[src/rtl/instr_prefetch_buffer.sv]
// Purpose: fetch stage that prefetches instruction words over req/gnt/rvalid and queues {pc, word} for decode.
// Latency: grant at N, rvalid at N+k, instr_valid at N+k+1 (response is registered before decode sees it).
// Backpressure: decode stalls via instr_ready; requests stop once buffered + outstanding fetches reach DEPTH.
//
// Ports:
//   clk, reset                 clock and synchronous active-high reset
//   redirect_valid/_pc         flush buffer, discard in-flight responses, restart fetch at redirect_pc
//   mem_req/_addr/_gnt         fetch request channel (address held while waiting for grant)
//   mem_rvalid/_rdata          in-order responses, one per granted request
//   instr_valid/_ready         decode handshake on the FIFO head
//   instr, instr_pc            head instruction word and its PC
module instr_prefetch_buffer #(
   parameter int unsigned DEPTH    = 4,
   parameter logic [31:0] RESET_PC = 32'h0000_0000
) (
   input  logic        clk,
   input  logic        reset,
   input  logic        redirect_valid,
   input  logic [31:0] redirect_pc,
   output logic        mem_req,
   output logic [31:0] mem_addr,
   input  logic        mem_gnt,
   input  logic        mem_rvalid,
   input  logic [31:0] mem_rdata,
   output logic        instr_valid,
   input  logic        instr_ready,
   output logic [31:0] instr,
   output logic [31:0] instr_pc
);

   localparam int unsigned PW = (DEPTH > 1) ? $clog2(DEPTH) : 1;
   localparam int unsigned CW = PW + 1;
   localparam logic [CW:0] DEPTH_S = (CW+1)'(DEPTH);

   logic [31:0]   fetch_pc_q, fetch_pc_d;
   logic [31:0]   fifo_pc_q [DEPTH];
   logic [31:0]   fifo_pc_d [DEPTH];
   logic [31:0]   fifo_word_q [DEPTH];
   logic [31:0]   fifo_word_d [DEPTH];
   logic [31:0]   ipc_q [DEPTH];
   logic [31:0]   ipc_d [DEPTH];
   logic [PW-1:0] wr_ptr_q, wr_ptr_d, rd_ptr_q, rd_ptr_d;
   logic [PW-1:0] ipc_wr_q, ipc_wr_d, ipc_rd_q, ipc_rd_d;
   logic [CW-1:0] count_q, count_d;
   logic [CW-1:0] outstanding_q, outstanding_d;
   logic [CW-1:0] drop_q, drop_d;

   logic credit_ok, gnt_fire, rsp_fire, push, pop;
   logic unused_redirect_lsbs;

   assign unused_redirect_lsbs = ^redirect_pc[1:0];

   // Credit rule: every granted fetch already owns a FIFO slot, so a push can never find the FIFO full.
   assign credit_ok   = ({1'b0, count_q} + {1'b0, outstanding_q}) < DEPTH_S;
   assign mem_req     = !reset && !redirect_valid && credit_ok;
   assign mem_addr    = fetch_pc_q;
   assign gnt_fire    = mem_req && mem_gnt;
   // A response with nothing outstanding is a bus protocol violation and is ignored entirely.
   assign rsp_fire    = mem_rvalid && (outstanding_q != '0);
   assign push        = rsp_fire && (drop_q == '0) && !redirect_valid;
   assign instr_valid = (count_q != '0);
   assign pop         = instr_valid && instr_ready && !redirect_valid;
   assign instr       = fifo_word_q[rd_ptr_q];
   assign instr_pc    = fifo_pc_q[rd_ptr_q];

   always_comb begin
      fetch_pc_d    = fetch_pc_q;
      fifo_pc_d     = fifo_pc_q;
      fifo_word_d   = fifo_word_q;
      ipc_d         = ipc_q;
      wr_ptr_d      = wr_ptr_q;
      rd_ptr_d      = rd_ptr_q;
      ipc_wr_d      = ipc_wr_q;
      ipc_rd_d      = ipc_rd_q;
      count_d       = count_q;
      drop_d        = drop_q;
      outstanding_d = outstanding_q + CW'(gnt_fire) - CW'(rsp_fire);

      // The in-flight PC queue tracks every outstanding request, including ones that will be dropped,
      // so it stays aligned with the response stream across redirects.
      if (gnt_fire) begin
         ipc_d[ipc_wr_q] = fetch_pc_q;
         ipc_wr_d        = ipc_wr_q + PW'(1);
      end
      if (rsp_fire) begin
         ipc_rd_d = ipc_rd_q + PW'(1);
      end

      if (redirect_valid) begin
         fetch_pc_d = {redirect_pc[31:2], 2'b00};
         // Everything still in flight after this cycle belongs to the old stream; drop_q is a subset of it.
         drop_d     = outstanding_q - CW'(rsp_fire);
         wr_ptr_d   = '0;
         rd_ptr_d   = '0;
         count_d    = '0;
      end else begin
         if (gnt_fire) begin
            fetch_pc_d = fetch_pc_q + 32'd4;
         end
         if (rsp_fire && (drop_q != '0)) begin
            drop_d = drop_q - CW'(1);
         end
         if (push) begin
            fifo_pc_d[wr_ptr_q]   = ipc_q[ipc_rd_q];
            fifo_word_d[wr_ptr_q] = mem_rdata;
            wr_ptr_d              = wr_ptr_q + PW'(1);
         end
         if (pop) begin
            rd_ptr_d = rd_ptr_q + PW'(1);
         end
         count_d = count_q + CW'(push) - CW'(pop);
      end
   end

   always_ff @(posedge clk) begin
      if (reset) begin
         fetch_pc_q    <= {RESET_PC[31:2], 2'b00};
         wr_ptr_q      <= '0;
         rd_ptr_q      <= '0;
         ipc_wr_q      <= '0;
         ipc_rd_q      <= '0;
         count_q       <= '0;
         outstanding_q <= '0;
         drop_q        <= '0;
      end else begin
         fetch_pc_q    <= fetch_pc_d;
         wr_ptr_q      <= wr_ptr_d;
         rd_ptr_q      <= rd_ptr_d;
         ipc_wr_q      <= ipc_wr_d;
         ipc_rd_q      <= ipc_rd_d;
         count_q       <= count_d;
         outstanding_q <= outstanding_d;
         drop_q        <= drop_d;
      end
   end

   // Storage arrays need no reset: contents are only observed behind count/outstanding.
   always_ff @(posedge clk) begin
      fifo_pc_q   <= fifo_pc_d;
      fifo_word_q <= fifo_word_d;
      ipc_q       <= ipc_d;
   end

endmodule

[config.mk]
export PLATFORM = sky130hd
export DESIGN_NAME = instr_prefetch_buffer
export DESIGN_NICKNAME = d
export VERILOG_FILES = /design/src/rtl/instr_prefetch_buffer.sv
export SDC_FILE = /design/constraint.sdc
export NUM_CORES = 1
export LEC_CHECK = 0
export ABC_AREA = 1
export ABC_CLOCK_PERIOD_IN_PS = 3700
export BUFFER_PORTS_ARGS = -buffer_cell sky130_fd_sc_hd__buf_4
export CORE_MARGIN = 5
export CORE_UTILIZATION = 50
export CTS_CLUSTER_SIZE = 30
export DETAILED_ROUTE_END_ITERATION = 16
export PLACE_DENSITY_LB_ADDON = 0.2
export REMOVE_ABC_BUFFERS = 1
export SKIP_CTS_REPAIR_TIMING = 1
export SYNTH_ARGS = -nofsm -noshare
export SYNTH_HDL_FRONTEND = slang
export SYNTH_SLANG_ARGS = --single-unit
[constraint.sdc]
create_clock -name clk -period 3.7 [get_ports clk]
set_input_delay 0 -clock clk [delete_from_list [all_inputs] [get_ports clk]]
set_output_delay 0 -clock clk [all_outputs]
set_load 0.01 [all_outputs]
==> results of run 1 <==
registers in the layout (all words and copies together) (netlist names):
signal and flops:
fifo_word_q 128, fifo_pc_q 120, ipc_q 120, mem_addr 30, count_q 3, drop_q 3
outstanding_q 3, ipc_rd_q 2, ipc_wr_q 2, rd_ptr_q 2, wr_ptr_q 2
cells in the final DEF (no fill, tap or decap), drive strengths merged, types with 6 or more instances in the layout:
cell	n
nor2	260
nand3	43
dlygate4sd3	78
o22ai	92
o21ai	213
clkbuf	57
nand2	148
a21oi	28
clkinv	22
xnor2	6
ha	19
xor2	6
dfxtp	47
edfxtp	368
inv	75
buf	184
through the flow:
stage                     cells  util [%]  setup TNS, ns  instance area [um^2]
after floorplan            1335         -        -133.16                 16400
after global placement     1961      56.4              0                 18400
after detailed placement   1961      56.4              0                 18400
after CTS                  2039      60.8              0                 19900
after global routing       2117      63.2              0                 20700
final                      2117      63.2              0                 20700
critical path, cell delays in order (launching register included):
cell	delay, ns
dfxtp_1	0.36
ha_1	0.30
nand3_1	0.07
nand2_1	0.13
nor2_1	0.09
nand2_2	0.07
buf_4	0.23
nand2_1	0.36
o21ai_1	0.24
clkinv_1	0.08
a21oi_1	0.13
dlygate4sd3_1	0.56
per-layer routing:
layer,vias to the layer above,track usage [%],share of wire (%)
met5,-,0,0
met4,0,6.36,2.9
met3,74,3.02,6.0
met2,358,33.5,48
met1,5419,28.3,43
li1,5460,-,-
cell type report:
| cell class | instances | area (um^2) | area share (%) |
|---|---|---|---|
| flip-flops and latches | 415 | 12000 | 58.1 |
| clock inverters | 21 | 238 | 1.15 |
| clock buffers | 57 | 1210 | 5.86 |
| well taps | 442 | 553 | 2.68 |
| repair buffers | 262 | 2250 | 10.9 |
| inverters | 83 | 313 | 1.51 |
| multi-input cells | 837 | 4100 | 19.8 |
logic make-up (layout without fill, tap and decap cells):
group                      count (synthesis)  in the layout
AOI/OAI and AO/OA                        340            340
buffers and inverters                    159            423
and+or+nand+nor                          460            460
other                                      1              4
adders and majority gates                 21             21
DFF                                      415            415
xor gates and xnor gates                  12             12
worst max path at each step:
stage / startpoint / to / slack, ns / depth (start not counted)
final: count_q[1]$_SDFF_PP0_ / mem_addr[24]$_SDFFE_PP0P_ / 1.04 / 11
after global routing: outstanding_q[1]$_SDFF_PP0_ / count_q[2]$_SDFF_PP0_ / 0.79 / 14
after CTS: rd_ptr_q[0]$_SDFFE_PP0P_ / instr[29] / 1.02 / 5
after detailed placement: outstanding_q[1]$_SDFF_PP0_ / count_q[2]$_SDFF_PP0_ / 1.09 / 14
after global placement: outstanding_q[1]$_SDFF_PP0_ / count_q[2]$_SDFF_PP0_ / 1.17 / 14
after floorplan: rd_ptr_q[0]$_SDFFE_PP0P_ / instr[0] / -0.88 / 3
power by group through the flow:
stage / Combinational [mW] / Clock (mW) / Sequential, mW
2_1_floorplan: 0.650 / 0 / 5.67
4_1_cts: 1.26 / 4.44 / 5.55
3_3_place_gp: 1.22 / 0 / 5.64
5_1_grt: 1.48 / 4.64 / 5.57
6_report: 1.31 / 4.36 / 5.55
3_5_place_dp: 1.26 / 0 / 5.64
==> reports/summary.md, run 1 <==
The area growth from synthesis to layout is 23.9%, and the CTS buffer count is 43. At the worst endpoint, the required time is 4.18 ns. For the final number of hold-violating endpoints, the log shows 2. The Yosys step of the flow raised 0 warnings. OpenSTA, run right after detailed placement, puts the worst setup slack at 1.09 ns.

Summing internal, switching and leakage power gives 11.2 mW. For the residual antenna-violating net count after detailed routing, the log shows 0. The H-tree generated during clock tree synthesis spans 2 levels.

The tools report the wire length of the first global-routing pass as 59.1 mm. Area fraction in and, or, nand and nor cells after synthesis: 11.0%. The worst setup path is launched from a flip-flop. Per report_power, the sequential group accounts for 49.4% of the total. The mapped netlist covers 16,700 um^2. Averaged over all synthesized cells, the footprint is 11.8 um^2. Main flop type after synthesis: edfxtp_1. The final critical path takes up 71.8% of the cycle.

Internal power comes to 8.57 mW. The tools report the clock group share of total power as 38.9%. For hold timing, the worst endpoint is mem_addr[17]$_SDFFE_PP0P_.

After floorplanning, the core was sized to cover 32,700 um^2. The headroom to the max-slew limit is 33.7%, and the routed via count divided by cell count is 5.34. Final critical-path required period: 2.66 ns. During placement, the flow inserted port buffers numbering 161.

The repair_antennas step left the layout with diodes totalling 0. The total net switching power is 2.65 mW, and the leftover overflow at the end of global routing is 0. Of the post-synthesis cell area, the dominant cell type holds 66.3%. The leakage power of the design is 7.48 nW. Clock-pin transition on the worst setup and hold timing paths: 0.06 ns. The DRC violation count after routing was 0; the detailed-route wire length was 38.5 mm.

The count of fill cells added during filler insertion was 2,521; the global-route total usage across every layer was 20.4%. The logs give 0 for the number of antenna violations at the first check in global routing and 415 for the sink count of the clock tree. For this design the ratio of total power to cell area is 543 nW/um^2. The die covers 37,100 um^2. Setup slack on the critical path of the routed design comes to 1.04 ns. The max capacitance violation total is 0, and the number of cells on the worst hold path is 5. The run gives 0 as the final count of pins violating max slew. In this run the most critical hold path is launched from redirect_valid.

The measured slew at the worst slew-check pin was 0.995 ns; the via count of the first global-routing pass was 10,754. Counting instances in the post-synthesis netlist gives the leading cell types as edfxtp_1, nor2_1, o21ai_0. The largest voltage drop on the vdd net was 294 uV.

The final route contains 11,311 vias. In this run the register-to-register setup slack is 1.04 ns. Counting cells, the worst reg-to-reg path comes to 11. The fraction of layout instances using a drive strength above 1 was 16.2%; the final weighted congestion in routability-driven placement was 0.849. Root buffer cell: clkbuf_16. The checks that failed: hold timing. The most numerous cell in the Yosys netlist was edfxtp_1. The switching portion of total power came out at 23.6%. Sorting the synthesized cells by area gives the leading types as edfxtp_1, o21ai_0, nor2_1, dfxtp_1, o22ai_1. Based on the critical path, the design can be clocked at up to 0.377 GHz. The tools report the share of total power in combinational logic as 11.7%. Sequential share of the synthesized area: 71.9%. The starting DRC count in detailed routing was 739; the multiplexer area fraction after synthesis was 0%. The tools report the terminus of the critical flop-to-flop path as mem_addr[24]$_SDFFE_PP0P_.

After synthesis, the largest family of logic cells by area is simple AND/OR/NAND/NOR gates. For this configuration, the core starts out at a cell density of 51.0%. The startpoint of the lowest-slack register-to-register path is count_q[1]$_SDFF_PP0_. No sink is reached through more buffers than the 3 on the longest clock path. Routed wirelength normalized by instance count: 18.2 um. Counting flops and latches in the post-synthesis netlist gives 415.

The flow ran to the end, but the final reports show violations. Maximum fanout along the worst path: 16. The tools report the iteration count of the initial detailed-routing pass as 5. Fraction of the mapped netlist area in adder cells: 1.67%. Setup repair after global routing left no endpoint under its margin. The number of top-level pins is 168, and the xor/xnor cell area share of the yosys netlist is 0.630%. The run gives 3.13 ns as the data arrival time of the critical path. The synthesized netlist devotes 11.0% of its cell area to compound gates.

Counting flops with a built-in enable in the synthesized netlist gives 368. Net count reported at finish: 1,733. The wire-length estimate of the detail-placed layout is 23.0 mm. Of all cell types, the one taking the most synthesized area is edfxtp_1. The later pin in the worst-skew pair is clocked with a latency of 0.54 ns. Measured along the x axis, the die boundary spans 193 um.

The clock arrives with 0.0168 ns of skew. Setup violations remaining at the end of the flow were counted as 0. The placement row count is 66.

The number of different library cells in the post-synthesis netlist was 31; the largest net degree at the start of global routing was 79. The post-synthesis async set-or-reset flop share was 0%. Synthesized netlist cell count: 1,408. TritonCTS built the clock tree. Height of the die: 193 um. Element type at the critical path end: a flip-flop. The worst hold margin is -0.00804 ns. The path class of the tightest hold or removal check is input port to flip-flop. Category of the critical setup timing path: flip-flop to flip-flop.
Note: power is estimated with default switching activity, not from simulation.
==> run 2: changes to the inputs <==
--- a/config.mk
+++ b/config.mk
@@ -6,7 +6,7 @@
 export NUM_CORES = 1
 export LEC_CHECK = 0
 export ABC_AREA = 1
-export ABC_CLOCK_PERIOD_IN_PS = 3700
+export ABC_CLOCK_PERIOD_IN_PS = 2250
 export BUFFER_PORTS_ARGS = -buffer_cell sky130_fd_sc_hd__buf_4
 export CORE_MARGIN = 5
 export CORE_UTILIZATION = 50
==> constraint.sdc (replaced) <==
create_clock -name clk -period 2.25 [get_ports clk]
set_input_delay 0 -clock clk [delete_from_list [all_inputs] [get_ports clk]]
set_output_delay 0 -clock clk [all_outputs]
set_load 0.01 [all_outputs]
==> reports/summary.md, run 2 (synthesis results as in run 1) <==
For the worst hold margin, the log shows -0.00808 ns (was -0.00804 ns). The run gives 7.60 nW (was 7.48 nW) as the leakage power of the design. The category of the critical setup timing path is flip-flop to flip-flop (unchanged).

The run finished, with violations left. The tools report the max capacitance violation total as 0 (unchanged). Stage delay of the slowest cell on the critical path: 0.36 ns (was 0.56 ns). The highest-delay cell along the critical path was dfxtp_2 (was dlygate4sd3_1). The residual antenna-violating net count after detailed routing is 0 (unchanged), and the power density of the placed cells is 873 nW/um^2 (was 543 nW/um^2).

The root buffer cell was clkbuf_16 (unchanged). For the DRC violation count after routing, the log shows 0 (unchanged). The height of the die was 193 um (unchanged); the final count of pins violating max slew was 0 (unchanged).

The via count of the first global-routing pass was 10,755 (was 10,754); the flip-flop count of the largest register, all copies and words added was 128 (unchanged). The maximum number of buffers from clock root to sink is 3 (unchanged), and the measured slew at the worst slew-check pin is 0.649 ns (was 0.995 ns). Most flop-heavy register: fifo_word_q (unchanged).

Top library cells by usage in the layout, fill and taps aside: edfxtp_1, nor2_1, buf_4, o21ai_0, nand2_1 (was edfxtp_1, nor2_1, o21ai_0, buf_4, nand2_1). The data arrival time of the critical path came out at 2.81 ns (was 3.13 ns). The final number of hold-violating endpoints was 1 (was 2); the maximum fanout along the worst path was 3 (was 16). For the global-route total usage across every layer, the log shows 20.5% (was 20.4%). Leading registers by flop count: fifo_word_q (128), fifo_pc_q (120), ipc_q (120) (unchanged). The clock-pin transition on the worst setup and hold timing paths works out to 0.06 ns (about the same).

Diode insertion count for antenna repair: 0 (unchanged). The tools report the global-route track usage on met2 as 32.9% (was 33.5%). List of cells traversed by the critical path: buf_4 -> inv_1 -> nand2_1 -> nand2_1 -> inv_1 -> nand3_2 -> ha_1 -> inv_1 -> ha_1 -> inv_1 -> fa_2 -> xnor2_1 -> or2_2 -> a21oi_1 (was ha_1 -> nand3_1 -> nand2_1 -> nor2_1 -> nand2_2 -> buf_4 -> nand2_1 -> o21ai_1 -> clkinv_1 -> a21oi_1 -> dlygate4sd3_1).

The run gives 32,700 um^2 (unchanged) as the area of the core. The logs give 0 (unchanged) for the leftover overflow at the end of global routing and 415 (unchanged) for the sink count of the clock tree. The routed via count divided by cell count is 5.37 (was 5.34).

The most common cell type on the critical path was inv_1 (was nand2_1). The maximum achievable frequency is 0.424 GHz (was 0.377 GHz), and the CTS buffer count is 42 (was 43). The run gives 37,100 um^2 (unchanged) as the area of the die.

The post-route clock period utilization works out to 105% (was 71.8%). The floorplan die width works out to 193 um (unchanged). The layer with the highest usage after global routing was met2 (unchanged).

The fraction of layout instances using a drive strength above 1 was 18.5% (was 16.2%). The starting DRC count in detailed routing is 791 (was 739), and the global-route met3 utilization is 3.74% (was 3.02%). The number of antenna violations at the first check in global routing was 0 (unchanged); the final core utilization was 64.1% (was 63.2%). The tools report the initial core utilization as 51.0% (unchanged). Violated checks: hold timing, setup timing (was hold timing).

The final worst-path setup slack was -0.111 ns (was 1.04 ns). The logs give 24.3 mm (was 23.0 mm) for the post-detailed-placement half-perimeter wirelength and 2 (was 0) for the number of setup violations in the final report. The net count reported at finish is 1,767 (was 1,733), and the worst clock skew is 0.0122 ns (was 0.0168 ns). For the number of top-level pins, the log shows 168 (unchanged).

Count of input and output buffers: 161 (unchanged). Critical path's top delay family: adder cells (was buffers and inverters). Largest net degree at the start of global routing: 128 (was 79). The number of vias in the routed layout is 11,550 (was 11,311). The tools report the met1 demand-to-capacity share in global routing as 28.9% (was 28.3%).

The type of the tightest min-delay check was input port to flip-flop (unchanged). The element type at the critical path end was a flip-flop (unchanged). Leading cell type in the layout, fill and taps excluded: edfxtp_1 (unchanged). The logs give 2.70 ns (was 4.18 ns) for the required time of the critical path and 0.53 ns (was 0.54 ns) for the later-pin clock latency in the skew report. Count of buffering cells on the critical path with inverters included: 5 (was 3). The logs give 59.7 mm (was 59.1 mm) for the wire length of the first global-routing pass and 2 (unchanged) for the total number of H-tree levels. The worst setup slack for register-to-register paths is -0.11 ns (was 1.04 ns). Setup repair after global routing could not meet its margin everywhere.

The routed wirelength normalized by instance count was 18.1 um (was 18.2 um); the final weighted congestion in routability-driven placement was 0.879 (was 0.849). The largest voltage drop on the vdd net was 475 uV (was 294 uV); the area growth from synthesis to layout was 25.7% (was 23.9%). The final critical-path required period is 2.36 ns (was 2.66 ns).

The tools report the startpoint type of the worst setup path as a flip-flop (unchanged). The headroom to the max-slew limit came out at 56.7% (was 33.7%). The placement row count was 66 (unchanged).

TritonCTS built the clock tree. The detailed-route wire length was 38.9 mm (was 38.5 mm). The run gives 5 (unchanged) as the iteration count of the initial detailed-routing pass.
-- run 2: worst paths after layout --
path | cells after the start | start | end
max | 14 | outstanding_q[1]$_SDFF_PP0_ | count_q[2]$_SDFF_PP0_
min reg2reg | 2 | wr_ptr_q[1]$_SDFFE_PP0N_ | wr_ptr_q[1]$_SDFFE_PP0N_
max reg2reg | 14 | outstanding_q[1]$_SDFF_PP0_ | count_q[2]$_SDFF_PP0_
min | 5 | mem_rvalid | ipc_rd_q[0]$_SDFFE_PP0P_
-- run 2: worst register-to-register path: stages (launching register included) --
cell and delay, ns:
dfxtp_2 0.36, buf_4 0.14, inv_1 0.06, nand2_1 0.07, nand2_1 0.07, inv_1 0.09, nand3_2 0.09, ha_1 0.28
inv_1 0.07, ha_1 0.15, inv_1 0.06, fa_2 0.34, xnor2_1 0.14, or2_2 0.27, a21oi_1 0.11
-- run 2: layout make-up --
cell class	instances	area (um^2)
sequential	415	12000
fill	2487	11700
multi-input combinational	837	4170
timing repair buffer	297	2570
clock buffer	55	1120
tap	442	553
inverter	83	313
clock inverter	20	223
-- run 2: layer usage --
metal	vias to the layer above	part of all wire, %
li1	5528	-
met1	5601	43
met2	360	48
met3	61	6.8
met4	0	2.3
met5	-	0
-- run 2: metrics by stage --
step	worst slack (ns)	std cells	TNS (ns)	cell area [um^2]	power, mW
after floorplan	-2.33	1335	-780.92	16400	10.4
after global placement	-0.108	2002	-0.112	18800	11.4
after detailed placement	-0.150	2002	-0.236	18800	11.5
after CTS	-0.192	2077	-0.307	20200	18.2
after global routing	-0.249	2149	-0.436	21000	19.1
final	-0.111	2149	-0.145	21000	18.3
-- run 2: power by group --
group          internal [mW]  leakage, nW  switching [mW]  total [mW]
sequential              8.93         3.73           0.172        9.10
combinational          0.959         3.22            1.46        2.42
clock                   4.07        0.643            2.71        6.77
==> run 3: changes to the inputs <==
--- a/config.mk
+++ b/config.mk
@@ -12,6 +12,7 @@
 export CORE_UTILIZATION = 50
 export CTS_CLUSTER_SIZE = 30
 export DETAILED_ROUTE_END_ITERATION = 16
+export GPL_TIMING_DRIVEN = 0
 export PLACE_DENSITY_LB_ADDON = 0.2
 export REMOVE_ABC_BUFFERS = 1
 export SKIP_CTS_REPAIR_TIMING = 1
==> reports/summary.md, run 3 (synthesis results as in run 1) <==
The flow ran to the end, but the final reports show violations. Violated checks: hold timing, setup timing (unchanged). DRC violation count after routing: 0 (unchanged). The measured slew at the worst slew-check pin is 0.976 ns (was 0.649 ns). The summed area of non-filler cells in the final layout came out at 21,000 um^2 (about the same). Met1 demand-to-capacity share in global routing: 27.6% (was 28.9%). The stage delay of the slowest cell on the critical path is 0.39 ns (was 0.36 ns), and the headroom to the max-slew limit is 34.7% (was 56.7%).

For the final worst-path setup slack, the log shows -0.218 ns (was -0.111 ns). List of cells traversed by the critical path: ha_4 -> nor2_2 -> nand2_2 -> nor2_4 -> nand2_4 -> ha_1 -> inv_1 -> ha_1 -> inv_1 -> fa_2 -> xor2_2 -> o21ai_1 -> a21oi_1 (was buf_4 -> inv_1 -> nand2_1 -> nand2_1 -> inv_1 -> nand3_2 -> ha_1 -> inv_1 -> ha_1 -> inv_1 -> fa_2 -> xnor2_1 -> or2_2 -> a21oi_1). The flip-flop count of the largest register, all copies and words added is 128 (unchanged), and the iteration count of the initial detailed-routing pass is 5 (unchanged). The run gives -2.71 ns (was -0.145 ns) as the setup TNS. Clock-pin transition on the worst setup and hold timing paths: 0.06 ns (about the same). The run gives 0 (unchanged) as the residual antenna-violating net count after detailed routing. Critical path's top delay family: adder cells (unchanged). The leftover overflow at the end of global routing was 0 (unchanged).

Area of the core: 32,700 um^2 (unchanged). The tools report the diode insertion count for antenna repair as 0 (unchanged). For the via count of the first global-routing pass, the log shows 10,536 (was 10,755).

The number of antenna violations at the first check in global routing is 0 (unchanged). The count of buffering cells on the critical path with inverters included works out to 2 (was 5). The root buffer cell was clkbuf_16 (unchanged).

The tools report the area taken by multi-input logic gates as 4230 um^2 (was 4170 um^2). The tools report the total number of H-tree levels as 2 (unchanged). Top library cells by usage in the layout, fill and taps aside: edfxtp_1, nor2_1, o21ai_0, buf_4, nand2_1 (was edfxtp_1, nor2_1, buf_4, o21ai_0, nand2_1). The area used by sequential logic in the layout is 12,000 um^2 (about the same), and the post-route clock period utilization is 110% (was 105%).

The run gives 44 (was 42) as the CTS buffer count. The logs give 24.0 mm (was 24.3 mm) for the post-detailed-placement half-perimeter wirelength and 494 uV (was 475 uV) for the largest voltage drop on the vdd net. The run gives 3.26% (was 3.74%) as the global-route met3 utilization. The area growth from synthesis to layout was 26.2% (was 25.7%); the count of input and output buffers was 161 (unchanged). The logs give 18,600 um^2 (was 18,800 um^2) for the post-placement cell area and 77 (was 128) for the largest net degree at the start of global routing. For the sink count of the clock tree, the log shows 415 (unchanged).

Setup repair after global routing could not meet its margin everywhere. The run gives 3 (unchanged) as the maximum number of buffers from clock root to sink. The tools report the starting DRC count in detailed routing as 754 (was 791). The area of the die was 37,100 um^2 (unchanged); the later-pin clock latency in the skew report was 0.53 ns (about the same). The layer with the highest usage after global routing was met2 (unchanged).

For the global-route track usage on met2, the log shows 34.2% (was 32.9%). The required time of the critical path is 2.70 ns (about the same). The leakage power of the design is 7.56 nW (was 7.60 nW).

The highest-delay cell along the critical path was dfxtp_4 (was dfxtp_2). For the initial core utilization, the log shows 51.0% (unchanged). The number of top-level pins was 168 (unchanged). The final critical-path required period works out to 2.47 ns (was 2.36 ns). The max capacitance violation total is 0 (unchanged).

The final count of pins violating max slew is 0 (unchanged). The power density of the placed cells works out to 870 nW/um^2 (was 873 nW/um^2). The height of the die works out to 193 um (unchanged). The routed wirelength normalized by instance count works out to 19.6 um (was 18.1 um).

Leading registers by flop count: fifo_word_q (128), fifo_pc_q (120), ipc_q (120) (unchanged). The tools report the data arrival time of the critical path as 2.92 ns (was 2.81 ns). The tools report the element type at the critical path end as a flip-flop (unchanged).

For the final weighted congestion in routability-driven placement, the log shows 0.842 (was 0.879). The startpoint type of the worst setup path was a flip-flop (unchanged). The placement row count was 66 (unchanged). For the maximum achievable frequency, the log shows 0.405 GHz (was 0.424 GHz). The total stage count of the critical path is 13 (was 14), and the placement-stage worst setup slack is -0.731 ns (was -0.150 ns). TritonCTS built the clock tree. Worst hold margin: -0.0101 ns (was -0.00808 ns).

The type of the tightest min-delay check is input port to flip-flop (unchanged). The final number of hold-violating endpoints was 2 (was 1). The global-route total usage across every layer is 20.4% (was 20.5%). The routed via count divided by cell count is 5.46 (was 5.37). The fraction of layout instances using a drive strength above 1 was 18.4% (was 18.5%); the net count reported at finish was 1,748 (was 1,767).

For the worst clock skew, the log shows 0.0104 ns (was 0.0122 ns). The wire length of the first global-routing pass is 58.7 mm (was 59.7 mm), and the detailed-route wire length is 41.8 mm (was 38.9 mm). Leading cell type in the layout, fill and taps excluded: edfxtp_1 (unchanged).

Number of cells on the worst hold path: 5 (unchanged). The number of vias in the routed layout came out at 11,630 (was 11,550). The floorplan die width was 193 um (unchanged); the maximum fanout along the worst path was 5 (was 3).

For the number of setup violations in the final report, the log shows 23 (was 2). The most flop-heavy register is fifo_word_q (unchanged). The worst reg2reg path depth was 13 (was 14).

The category of the critical setup timing path was flip-flop to flip-flop (unchanged). The count of fill cells added during filler insertion is 2,477 (was 2,487).
## run 3: worst paths after layout
path | startpoint | endpoint | slack (ns)
max | outstanding_q[2]$_SDFF_PP0_ | outstanding_q[2]$_SDFF_PP0_ | -0.22
min | redirect_valid | mem_addr[17]$_SDFFE_PP0P_ | -0.01
max reg2reg | outstanding_q[2]$_SDFF_PP0_ | outstanding_q[2]$_SDFF_PP0_ | -0.22
min reg2reg | outstanding_q[2]$_SDFF_PP0_ | outstanding_q[2]$_SDFF_PP0_ | 0.51
## run 3: layout make-up
cell class | instances | share of cell area (%)
clock buffer | 55 | 5.53
clock inverter | 21 | 0.839
inverter | 83 | 1.57
multi-input combinational | 839 | 20.1
sequential | 415 | 57.1
tap | 442 | 2.63
timing repair buffer | 273 | 12.1
timing repair inverter | 1 | 0.0357
## run 3: through the flow
stage,util (%),cells,power [mW]
2_1_floorplan,-,1335,10.4
3_3_place_gp,55.4,1938,11.2
3_5_place_dp,56.8,1955,11.3
4_1_cts,60.9,2031,18.1
5_1_grt,64.3,2129,19.0
6_report,64.3,2129,18.3
## run 3: routing by layer
layer,vias to the layer above,share of wire (%),wire length [um]
met4,0,2.7,1120
met3,79,6.7,2810
met1,5645,42,17400
li1,5503,-,-
met2,403,49,20500
met5,-,0,0
## run 3: power breakdown
group	total, mW	switching, mW	internal [mW]
combinational	2.33	1.42	0.908
sequential	9.19	0.256	8.94
clock	6.77	2.78	3.99
## run 3: worst register-to-register path: stages (launching register included)
cell and delay [ns]:
dfxtp_4 0.39, ha_4 0.21, nor2_2 0.10, nand2_2 0.10
nor2_4 0.15, nand2_4 0.07, ha_1 0.28, inv_1 0.06
ha_1 0.15, inv_1 0.05, fa_2 0.35, xor2_2 0.20
o21ai_1 0.11, a21oi_1 0.17
